File: config.mk
export PLATFORM = sky130hd
export DESIGN_NAME = cdb_arbiter_flat
export DESIGN_NICKNAME = d
export VERILOG_FILES = /design/src/rtl/cdb_arbiter_if.sv /design/src/rtl/cdb_arbiter.sv /design/src/flat_wrapper.sv
export SDC_FILE = /design/constraint.sdc
export NUM_CORES = 1
export LEC_CHECK = 0
export BUFFER_PORTS_ARGS = -buffer_cell sky130_fd_sc_hd__buf_4
export CAP_MARGIN = 20
export CORE_MARGIN = 2
export CORE_UTILIZATION = 37
export DETAILED_ROUTE_END_ITERATION = 8
export GPL_ROUTABILITY_DRIVEN = 0
export PLACE_DENSITY = 0.71
export SYNTH_ARGS = -nofsm -noshare
export SYNTH_HDL_FRONTEND = slang
export SYNTH_SLANG_ARGS = --single-unit
File: constraint.sdc
create_clock -name clk -period 6.9 [get_ports clk]
set_input_delay 1.38 -clock clk [delete_from_list [all_inputs] [get_ports clk]]
set_output_delay 1.38 -clock clk [all_outputs]
set_load 0.03 [all_outputs]
File: src/rtl/cdb_arbiter_if.sv
// Common data bus interface: FU requests and payloads in, registered CDB broadcast out.
// The master modport is the FU side; the slave modport is the arbiter.
interface cdb_arbiter_if #(
   parameter int NUM_REQ   = 5,
   parameter int PAYLOAD_W = 38
);
   logic                           flush;
   logic [NUM_REQ-1:0]             req;
   logic [NUM_REQ*PAYLOAD_W-1:0]   req_payload;
   logic [PAYLOAD_W:0]             cdb;
   logic [NUM_REQ-1:0]             grant;
   logic                           conflict;

   modport master (
      output flush, req, req_payload,
      input  cdb, grant, conflict
   );

   modport slave (
      input  flush, req, req_payload,
      output cdb, grant, conflict
   );
endinterface

File: src/rtl/cdb_arbiter.sv
// Round-robin CDB arbiter: picks one FU per cycle and registers its payload onto the
// bus for a single cycle; the previous winner is masked for one arbitration.
module cdb_arbiter #(
   parameter int NUM_REQ   = 5,
   parameter int PAYLOAD_W = 38,
   parameter int PTR_W     = 3
) (
   input  logic          clk,
   input  logic          rst,
   cdb_arbiter_if.slave  bus
);

   logic [PAYLOAD_W:0]   cdb_q;
   logic [NUM_REQ-1:0]   grant_q;
   logic                 conflict_q;
   logic [PTR_W-1:0]     ptr_q;

   logic [NUM_REQ-1:0]   elig;
   logic [PTR_W-1:0]     ptr_eff;
   logic                 found;
   logic [PTR_W-1:0]     win_idx;
   logic [NUM_REQ-1:0]   win_onehot;
   logic [PAYLOAD_W-1:0] win_payload;
   logic [PTR_W-1:0]     ptr_next;
   logic                 conflict_next;

   // The mask is always last cycle's grant, so grant_q doubles as the mask register.
   assign elig    = bus.req & ~grant_q;
   assign ptr_eff = (ptr_q >= PTR_W'(NUM_REQ)) ? '0 : ptr_q;

   always_comb begin : scan
      int cand;
      // NOTE: every comb output gets a default first, so no path can infer a latch.
      found       = 1'b0;
      win_idx     = '0;
      win_payload = '0;
      cand        = 0;
      for (int off = 0; off < NUM_REQ; off++) begin
         cand = int'(ptr_eff) + off;
         if (cand >= NUM_REQ) cand = cand - NUM_REQ;
         if (!found && elig[cand]) begin
            found   = 1'b1;
            win_idx = PTR_W'(cand);
         end
      end
      for (int i = 0; i < NUM_REQ; i++) begin
         if (found && int'(win_idx) == i) begin
            win_payload = bus.req_payload[i*PAYLOAD_W +: PAYLOAD_W];
         end
      end
   end

   assign win_onehot    = found ? (NUM_REQ'(1) << win_idx) : '0;
   assign ptr_next      = (int'(win_idx) == NUM_REQ-1) ? '0 : win_idx + PTR_W'(1);
   // Clearing the lowest set bit leaves something only if two or more were eligible.
   assign conflict_next = |(elig & (elig - NUM_REQ'(1)));

   always_ff @(posedge clk) begin
      // NOTE: registered state uses non-blocking assignments so all flops update together.
      if (rst) begin
         cdb_q      <= '0;
         grant_q    <= '0;
         conflict_q <= 1'b0;
         ptr_q      <= '0;
      end else if (bus.flush) begin
         cdb_q      <= '0;
         grant_q    <= '0;
         conflict_q <= 1'b0;
      end else if (found) begin
         cdb_q      <= {1'b1, win_payload};
         grant_q    <= win_onehot;
         conflict_q <= conflict_next;
         ptr_q      <= ptr_next;
      end else begin
         cdb_q      <= '0;
         grant_q    <= '0;
         conflict_q <= 1'b0;
      end
   end

   assign bus.cdb      = cdb_q;
   assign bus.grant    = grant_q;
   assign bus.conflict = conflict_q;

   a_grant_onehot: assert property (@(posedge clk) disable iff (rst) $onehot0(grant_q));
   a_valid_matches_grant: assert property (@(posedge clk) disable iff (rst)
      cdb_q[PAYLOAD_W] == (|grant_q));

endmodule

File: src/flat_wrapper.sv
// flat-port wrapper written by rule: the top's interface ports become plain ports
module cdb_arbiter_flat 
#(
   parameter int NUM_REQ   = 5,
   parameter int PAYLOAD_W = 38,
   parameter int PTR_W     = 3
)
  (clk, rst, bus_flush, bus_req, bus_req_payload, bus_cdb, bus_grant, bus_conflict);
  cdb_arbiter_if #(.NUM_REQ(NUM_REQ), .PAYLOAD_W(PAYLOAD_W)) bus_i ();
  input  logic clk;
  input  logic rst;
  input wire logic [$bits(bus_i.flush)-1:0] bus_flush;
  input wire logic [$bits(bus_i.req)-1:0] bus_req;
  input wire logic [$bits(bus_i.req_payload)-1:0] bus_req_payload;
  output wire logic [$bits(bus_i.cdb)-1:0] bus_cdb;
  output wire logic [$bits(bus_i.grant)-1:0] bus_grant;
  output wire logic [$bits(bus_i.conflict)-1:0] bus_conflict;
  assign bus_i.flush = bus_flush;
  assign bus_i.req = bus_req;
  assign bus_i.req_payload = bus_req_payload;
  assign bus_cdb = bus_i.cdb;
  assign bus_grant = bus_i.grant;
  assign bus_conflict = bus_i.conflict;
  cdb_arbiter #(.NUM_REQ(NUM_REQ), .PAYLOAD_W(PAYLOAD_W), .PTR_W(PTR_W)) u_core (.clk(clk), .rst(rst), .bus(bus_i));
endmodule
==> results of run 1 <==
area by class of cell:
class | instances | area share, %
multi-input cells | 359 | 45.9
repair buffers | 251 | 32.0
flip-flops and latches | 48 | 16.3
well taps | 136 | 2.89
clock buffers | 5 | 1.17
clock inverters | 2 | 1.02
inverters | 9 | 0.617
worst min-delay path by stage:
stage,depth (start not counted),start,slack [ns],to
after global routing,2,u_core.ptr_q[1],0.68,u_core.ptr_q[1]
after CTS,2,u_core.ptr_q[1],0.62,u_core.ptr_q[1]
final,2,u_core.ptr_q[1],0.63,u_core.ptr_q[1]
after global placement,2,u_core.ptr_q[2],0.60,u_core.ptr_q[2]
after detailed placement,2,u_core.ptr_q[1],0.61,u_core.ptr_q[1]
after floorplan,3,u_core.ptr_q[2],0.59,u_core.ptr_q[2]
kinds of logic after synthesis:
logic type      count (synthesis)  share of synthesized area [%]
compound gates                212                           43.8
xor+xnor                        2                          0.451
fa+ha+maj                      16                           5.09
buf+inv                        55                           6.66
flops                          48                           24.7
mux                             8                           2.41
simple gates                  121                           16.8
sequential cells by signal, summed over array words and instances (netlist names):
signal / count
u_core.bus.cdb: 39
u_core.bus.grant: 5
u_core.ptr_q: 3
u_core.bus.conflict: 1
power by group:
group          leakage [nW]  switching (mW)  total (mW)  internal, mW
logic                  2.34            1.63        2.84          1.21
registers             0.392          0.0290       0.372         0.343
clock network        0.0642           0.102       0.244         0.143
total                  2.80            1.76        3.46          1.70
synth_stat cells, types with 6 or more instances:
library cell	n	share of area [%]
sky130_fd_sc_hd__a221oi_1	19	4.3
sky130_fd_sc_hd__a21o_1	41	7.9
sky130_fd_sc_hd__nand3_1	7	0.90
sky130_fd_sc_hd__nand2_1	53	5.1
sky130_fd_sc_hd__o31ai_1	40	7.7
sky130_fd_sc_hd__nor3_1	7	0.90
sky130_fd_sc_hd__mux2i_1	6	1.5
sky130_fd_sc_hd__ha_1	15	4.8
sky130_fd_sc_hd__nor2_1	10	0.97
sky130_fd_sc_hd__a221oi_2	20	7.7
sky130_fd_sc_hd__buf_2	16	2.1
sky130_fd_sc_hd__inv_1	6	0.58
sky130_fd_sc_hd__nor2b_1	7	1.1
sky130_fd_sc_hd__o22ai_1	39	6.3
sky130_fd_sc_hd__o21ai_0	11	1.4
sky130_fd_sc_hd__a21oi_1	11	1.4
sky130_fd_sc_hd__nand2b_1	9	1.4
sky130_fd_sc_hd__dfxtp_1	48	25
sky130_fd_sc_hd__clkbuf_1	23	2.2
critical path: stages, from the launching register on:
cell                       delay (ns)
sky130_fd_sc_hd__dfxtp_1         0.62
sky130_fd_sc_hd__nand2b_1        0.40
sky130_fd_sc_hd__ha_1            0.36
sky130_fd_sc_hd__ha_1            0.58
sky130_fd_sc_hd__o21bai_1        0.21
sky130_fd_sc_hd__o21a_1          0.20
sky130_fd_sc_hd__o21ai_0         0.13
sky130_fd_sc_hd__a221o_2         0.51
sky130_fd_sc_hd__or4b_2          0.76
sky130_fd_sc_hd__o211ai_1        0.15
sky130_fd_sc_hd__o21ai_2         0.13
sky130_fd_sc_hd__inv_1           0.14
sky130_fd_sc_hd__ha_1            0.17
sky130_fd_sc_hd__ha_1            0.18
sky130_fd_sc_hd__nor2b_4         0.66
sky130_fd_sc_hd__buf_4           0.37
sky130_fd_sc_hd__a221oi_1        0.08
sky130_fd_sc_hd__o31ai_1         0.34
through the flow:
stage	hold WS [ns]	instance area [um^2]	utilization [%]	cells	total power [mW]
after floorplan	0.593	3890	-	462	2.60
after global placement	0.596	5750	56.0	803	3.12
after detailed placement	0.610	5750	56.0	803	3.20
after CTS	0.622	5880	57.2	810	3.45
after global routing	0.678	5880	57.2	810	3.72
final	0.632	5880	57.2	810	3.46
metal layers:
metal	track usage, %	vias to the layer above	share of wire (%)
li1	-	2241	-
met1	29.9	2205	38
met2	48.2	220	51
met3	7.48	28	8.2
met4	8.63	0	2.7
met5	0	-	0
==> metrics.md, run 1 <==
| Metric | Value |
|---|---|
| Buffer cell driving the clock tree root | sky130_fd_sc_hd__clkbuf_8 |
| Antenna Violating Nets Remaining | 0 |
| Row count | 37 |
| Count of cell types in the netlist | 71 |
| Flop2flop setup slack | 0.82 ns |
| Instance count of the mapped netlist | 462 |
| Area of the core | 10300 um^2 |
| Fin Setup TNS | 0 ns |
| Total of flip-flops plus latches after synthesis | 48 |
| Mean cell area of the mapped netlist | 8.41 um^2 |
| DRC violation count after routing | 0 |
| Vias/cell | between 5 and 6 |
| Drt pass-1 iters | 4 |
| Area growth from synthesis to layout | 51.4% |
| PwrDens | ~590 nW/um^2 |
| Antenna violations before repair | 0 |
| Relative slew slack | a little under two fifths |
| Die Span X | between 100 and 150 um |
| Result of the run | finished clean |
| Portion of the post-synthesis area used by sequential elements | between 20% and 30% |
| Iteration-0 DRC count of the detailed router | 296 |
| Minimum clock period | slightly above 6 ns |
| Number of I/O pins | 243 |
| H-tree depth | 2 |
| Clk_lat worst skew | 0.31 ns |
| Final Slew Violations | 0 |
| Bufs on Longest Clock Path | 2 |
| N_diodes | 0 |
| Total detailed-routing wirelength | 15800 um |
| Critical Path End | u_core.bus.cdb[17] |
| Proportion of register bits with asynchronous set or reset after synthesis | 0% |
| Data arrival time of the critical path | 6.28 ns |
| Clock Sink Count | between 40 and 50 |
| TritonCTS Buffers | 5 |
| Commonest non-fill, non-tap cells in the layout | sky130_fd_sc_hd__buf_4 (251), sky130_fd_sc_hd__nand2_1 (53), sky130_fd_sc_hd__dfxtp_1 (48) |
| Setup WS pre-CTS | 0.911 ns |
| Post-cts sizing count | 0 |
| Remaining global-route overflow | 0 |
| Effective utilization at floorplan | 37.8% |
| Leading cell type in the layout, fill and taps excluded | sky130_fd_sc_hd__buf_4 |
| Chip height | about 110 um |
| Clock tree from TritonCTS | yes |
| Hold buffer count at cts | 0 |
| Commonest register cell after synthesis | sky130_fd_sc_hd__dfxtp_1 |
| Vias in the first global route | 4814 |
| Average wire per standard cell | ~19 um |
| Largest fanout on the critical path | 25 |
| Setup crit end kind | register |
| Number of I/O port buffers | roughly 240 |
| Top achievable clock speed | approximately 160 MHz |
| Total number of vias | approximately 4700 |
| Post-synth EDFFs | 0 |
| Syn Nets | a little under 700 |
| Setup clock skew after layout | about 0.018 ns |
| Startpoint of the worst register-to-register path | u_core.ptr_q[0] |
| Synth Warn # | 0 |
| Post-CTS setup buffer count | 0 |
| Post-detailed-placement half-perimeter wirelength | about 12000 um |
| Class of the most critical setup path | register to register |
| Maximum number of pins on one net before global-route repair | 40 |
| Area of combinational cells with multiple inputs | approximately 2700 um^2 |
| Number of max-cap violations | 0 |
| Share of layout cells above drive strength 1 | between 40% and 50% |
| Reg area | between 900 and 1000 um^2 |
| Leakage component of the power | 2.80 nW |
| Die Area | between 10000 and 15000 um^2 |
| Final number of hold-violating endpoints | 0 |
| Fill cell count | 955 |
| Slew at the pin closest to its max-slew limit | 0.935 ns |
| Class of the most critical hold timing path | register to register |
| Global-route wire length before repair | roughly 24000 um |
| Capturing point of the worst reg2reg path | u_core.bus.cdb[17] |
| Peak supply drop | about 0.00047 V |
| Number of nets at the end of the flow | 887 |
| Clock transition at the register clock pins on the worst setup and hold paths after CTS | 0.10 ns |
| Startpoint type of the worst setup path | register |
| Cell area after synthesis | between 3000 and 4000 um^2 |
| Portion of the clock cycle consumed by the worst path in the final layout | 88.1% |
| Required arrival time at the worst endpoint | ~7 ns |
| First element of the critical path | u_core.ptr_q[0] |
| Worst Slack Setup Final | 0.824 ns |
| Number of cells on the worst reg-to-reg path | 17 |
| Gr usage total | between 20% and 30% |
| Final count of negative-setup-slack endpoints | 0 |
| RSZ-0062 raised after global routing | no |
Power figures use the tool's default switching activity.
==> inputs of run 2 (changes only) <==
==> constraint.sdc (replaced) <==
create_clock -name clk -period 6.9 [get_ports clk]
set_input_delay 0.69 -clock clk [delete_from_list [all_inputs] [get_ports clk]]
set_output_delay 0.69 -clock clk [all_outputs]
set_load 0.03 [all_outputs]
==> metrics.md, run 2 (synthesis gave the netlist of run 1 again) <==
| Metric | Value |
|---|---|
| Area growth from synthesis to layout | 51.3% (was 51.4%) |
| Effective utilization at floorplan | 37.8% (unchanged) |
| Post-CTS setup buffer count | 0 (unchanged) |
| Share of layout cells above drive strength 1 | 45.2% (was 45.1%) |
| Number of max-cap violations | 0 (unchanged) |
| Slew at the pin closest to its max-slew limit | 0.960 ns (was 0.935 ns) |
| Fill cell count | 959 (was 955) |
| Area of combinational cells with multiple inputs | 2700 um^2 (unchanged) |
| Number of I/O port buffers | 242 (unchanged) |
| Antenna Violating Nets Remaining | 0 (unchanged) |
| N_diodes | 0 (unchanged) |
| Post-cts sizing count | 0 (unchanged) |
| Net Sw Power | 1.77 mW (was 1.76 mW) |
| Startpoint type of the worst setup path | register (unchanged) |
| Final count of negative-setup-slack endpoints | 0 (unchanged) |
| Largest fanout on the critical path | 39 (was 25) |
| Die Area | 11300 um^2 (unchanged) |
| Leakage component of the power | 2.80 nW (about the same) |
| Maximum number of pins on one net before global-route repair | 40 (unchanged) |
| Share of total power consumed by net switching | 51.2% (was 50.9%) |
| Drt pass-1 iters | 6 (was 4) |
| Average wire per standard cell | 19.6 um (was 19.5 um) |
| Sum of internal, switching and leakage power | 3.46 mW (about the same) |
| Internal Dissipation | 1.69 mW (was 1.70 mW) |
| Hold buffer count at cts | 0 (unchanged) |
| Final number of hold-violating endpoints | 0 (unchanged) |
| Top achievable clock speed | 165 MHz (about the same) |
| Buffer cell driving the clock tree root | sky130_fd_sc_hd__clkbuf_8 (unchanged) |
| Total number of vias | 4707 (was 4694) |
| Total detailed-routing wirelength | 15900 um (was 15800 um) |
| RSZ-0062 raised after global routing | no (unchanged) |
| Setup crit end kind | register (unchanged) |
| Row count | 37 (unchanged) |
| Final non-filler cell total | 811 (was 810) |
| Data arrival time of the critical path | 6.22 ns (was 6.28 ns) |
| Sequential group share of total power | 10.8% (about the same) |
| Commonest non-fill, non-tap cells in the layout | sky130_fd_sc_hd__buf_4 (251), sky130_fd_sc_hd__nand2_1 (53), sky130_fd_sc_hd__dfxtp_1 (48) (unchanged) |
| Remaining global-route overflow | 0 (unchanged) |
| Peak supply drop | 0.000407 V (was 0.000473 V) |
| Number of I/O pins | 243 (unchanged) |
| Number of nets at the end of the flow | 887 (unchanged) |
| Required arrival time at the worst endpoint | 7.08 ns (was 7.10 ns) |
| Iteration-0 DRC count of the detailed router | 302 (was 296) |
| Minimum clock period | 6.05 ns (was 6.08 ns) |
| Area of the core | 10300 um^2 (unchanged) |
| H-tree depth | 2 (unchanged) |
| Clk_lat worst skew | 0.32 ns (was 0.31 ns) |
| Die Span X | 106 um (unchanged) |
| Worst Slack Setup Final | 0.853 ns (was 0.824 ns) |
| Setup WS pre-CTS | 0.930 ns (was 0.911 ns) |
| Bufs on Longest Clock Path | 2 (unchanged) |
| Leading cell type in the layout, fill and taps excluded | sky130_fd_sc_hd__buf_4 (unchanged) |
| Antenna violations before repair | 0 (unchanged) |
| TritonCTS Buffers | 5 (unchanged) |
| Portion of total power attributed to the clock network | 6.7% (was 7.1%) |
| Result of the run | finished clean (unchanged) |
| Relative slew slack | 35.9% (was 37.5%) |
| Clock transition at the register clock pins on the worst setup and hold paths after CTS | 0.10 ns (about the same) |
| Worst hold margin | 0.562 ns (was 0.632 ns) |
| Class of the most critical setup path | register to register (unchanged) |
| Comb pwr share | 82.6% (was 82.2%) |
| Number of placed cells counting well taps | 803 (unchanged) |
| Clock tree from TritonCTS | yes (unchanged) |
| Clock Sink Count | 48 (unchanged) |
| Class of the most critical hold timing path | input pin to register (was register to register) |
| Post-detailed-placement half-perimeter wirelength | 12100 um (was 11900 um) |
| Portion of the clock cycle consumed by the worst path in the final layout | 87.6% (was 88.1%) |
| Global-route wire length before repair | 24400 um (was 23900 um) |
| PwrDens | 588 nW/um^2 (was 587 nW/um^2) |
| Gr usage total | 27.0% (was 26.6%) |
| Reg area | 961 um^2 (unchanged) |
| Chip height | 106 um (unchanged) |
| Setup clock skew after layout | 0.0126 ns (was 0.0179 ns) |
| Vias/cell | 5.80 (about the same) |
| DRC violation count after routing | 0 (unchanged) |
| Vias in the first global route | 4834 (was 4814) |
| Fin Setup TNS | 0 ns (unchanged) |
| Number of flip-flops under the largest register name | 39 (unchanged) |
| Final Slew Violations | 0 (unchanged) |
run 2: path summary, 6_finish.rpt:
kind,startpoint,end,slack [ns],cells past startpoint
worst max register to register,u_core.ptr_q[0],u_core.bus.cdb[31],0.85,16
worst min-delay path,bus_req_payload[161],u_core.bus.cdb[9],0.56,3
worst max-delay path,u_core.ptr_q[0],u_core.bus.cdb[31],0.85,16
worst min register to register,u_core.ptr_q[2],u_core.ptr_q[2],0.63,2
run 2: through the flow:
step,util [%],cell area (um^2)
after floorplan,-,3890
after global routing,57.2,5880
final,57.2,5880
after CTS,57.2,5880
after detailed placement,56.0,5750
after global placement,56.0,5750
run 2: routing by layer:
metal	share of wire (%)	GRT usage (%)	vias to the layer above
met1	38	31.2	2196
li1	-	-	2240
met4	3.1	9.28	0
met2	51	47.9	237
met3	8.3	7.36	34
met5	0	0	-
run 2: worst max-delay path, stage by stage (launching register included):
cell	delay, ns
sky130_fd_sc_hd__dfxtp_1	0.62
sky130_fd_sc_hd__nand2b_1	0.40
sky130_fd_sc_hd__ha_1	0.35
sky130_fd_sc_hd__ha_1	0.45
sky130_fd_sc_hd__or2_2	0.35
sky130_fd_sc_hd__and3_1	0.20
sky130_fd_sc_hd__o21ai_0	0.22
sky130_fd_sc_hd__a21oi_1	0.10
sky130_fd_sc_hd__o22a_1	0.29
sky130_fd_sc_hd__or4b_2	0.73
sky130_fd_sc_hd__a21o_1	0.26
sky130_fd_sc_hd__inv_1	0.11
sky130_fd_sc_hd__ha_2	0.72
sky130_fd_sc_hd__nand4_1	0.46
sky130_fd_sc_hd__buf_4	0.36
sky130_fd_sc_hd__o22ai_1	0.19
sky130_fd_sc_hd__o31ai_1	0.09
run 2: cell type report:
cell class                      count  area share (%)
Clock buffer                        7            1.64
Inverter                            9           0.617
Sequential cell                    48            16.3
Timing Repair Buffer              251            32.0
Clock inverter                      1           0.511
Multi-Input combinational cell    359            45.9
Tap cell                          136            2.89
run 2: power by group through the flow:
| stage | logic, mW | registers, mW | clock network (mW) |
|---|---|---|---|
| after floorplan | 2.14 | 0.459 | 0 |
| after global placement | 2.74 | 0.377 | 0 |
| after detailed placement | 2.82 | 0.377 | 0 |
| after CTS | 2.83 | 0.371 | 0.234 |
| after global routing | 3.11 | 0.378 | 0.241 |
| final | 2.86 | 0.372 | 0.231 |
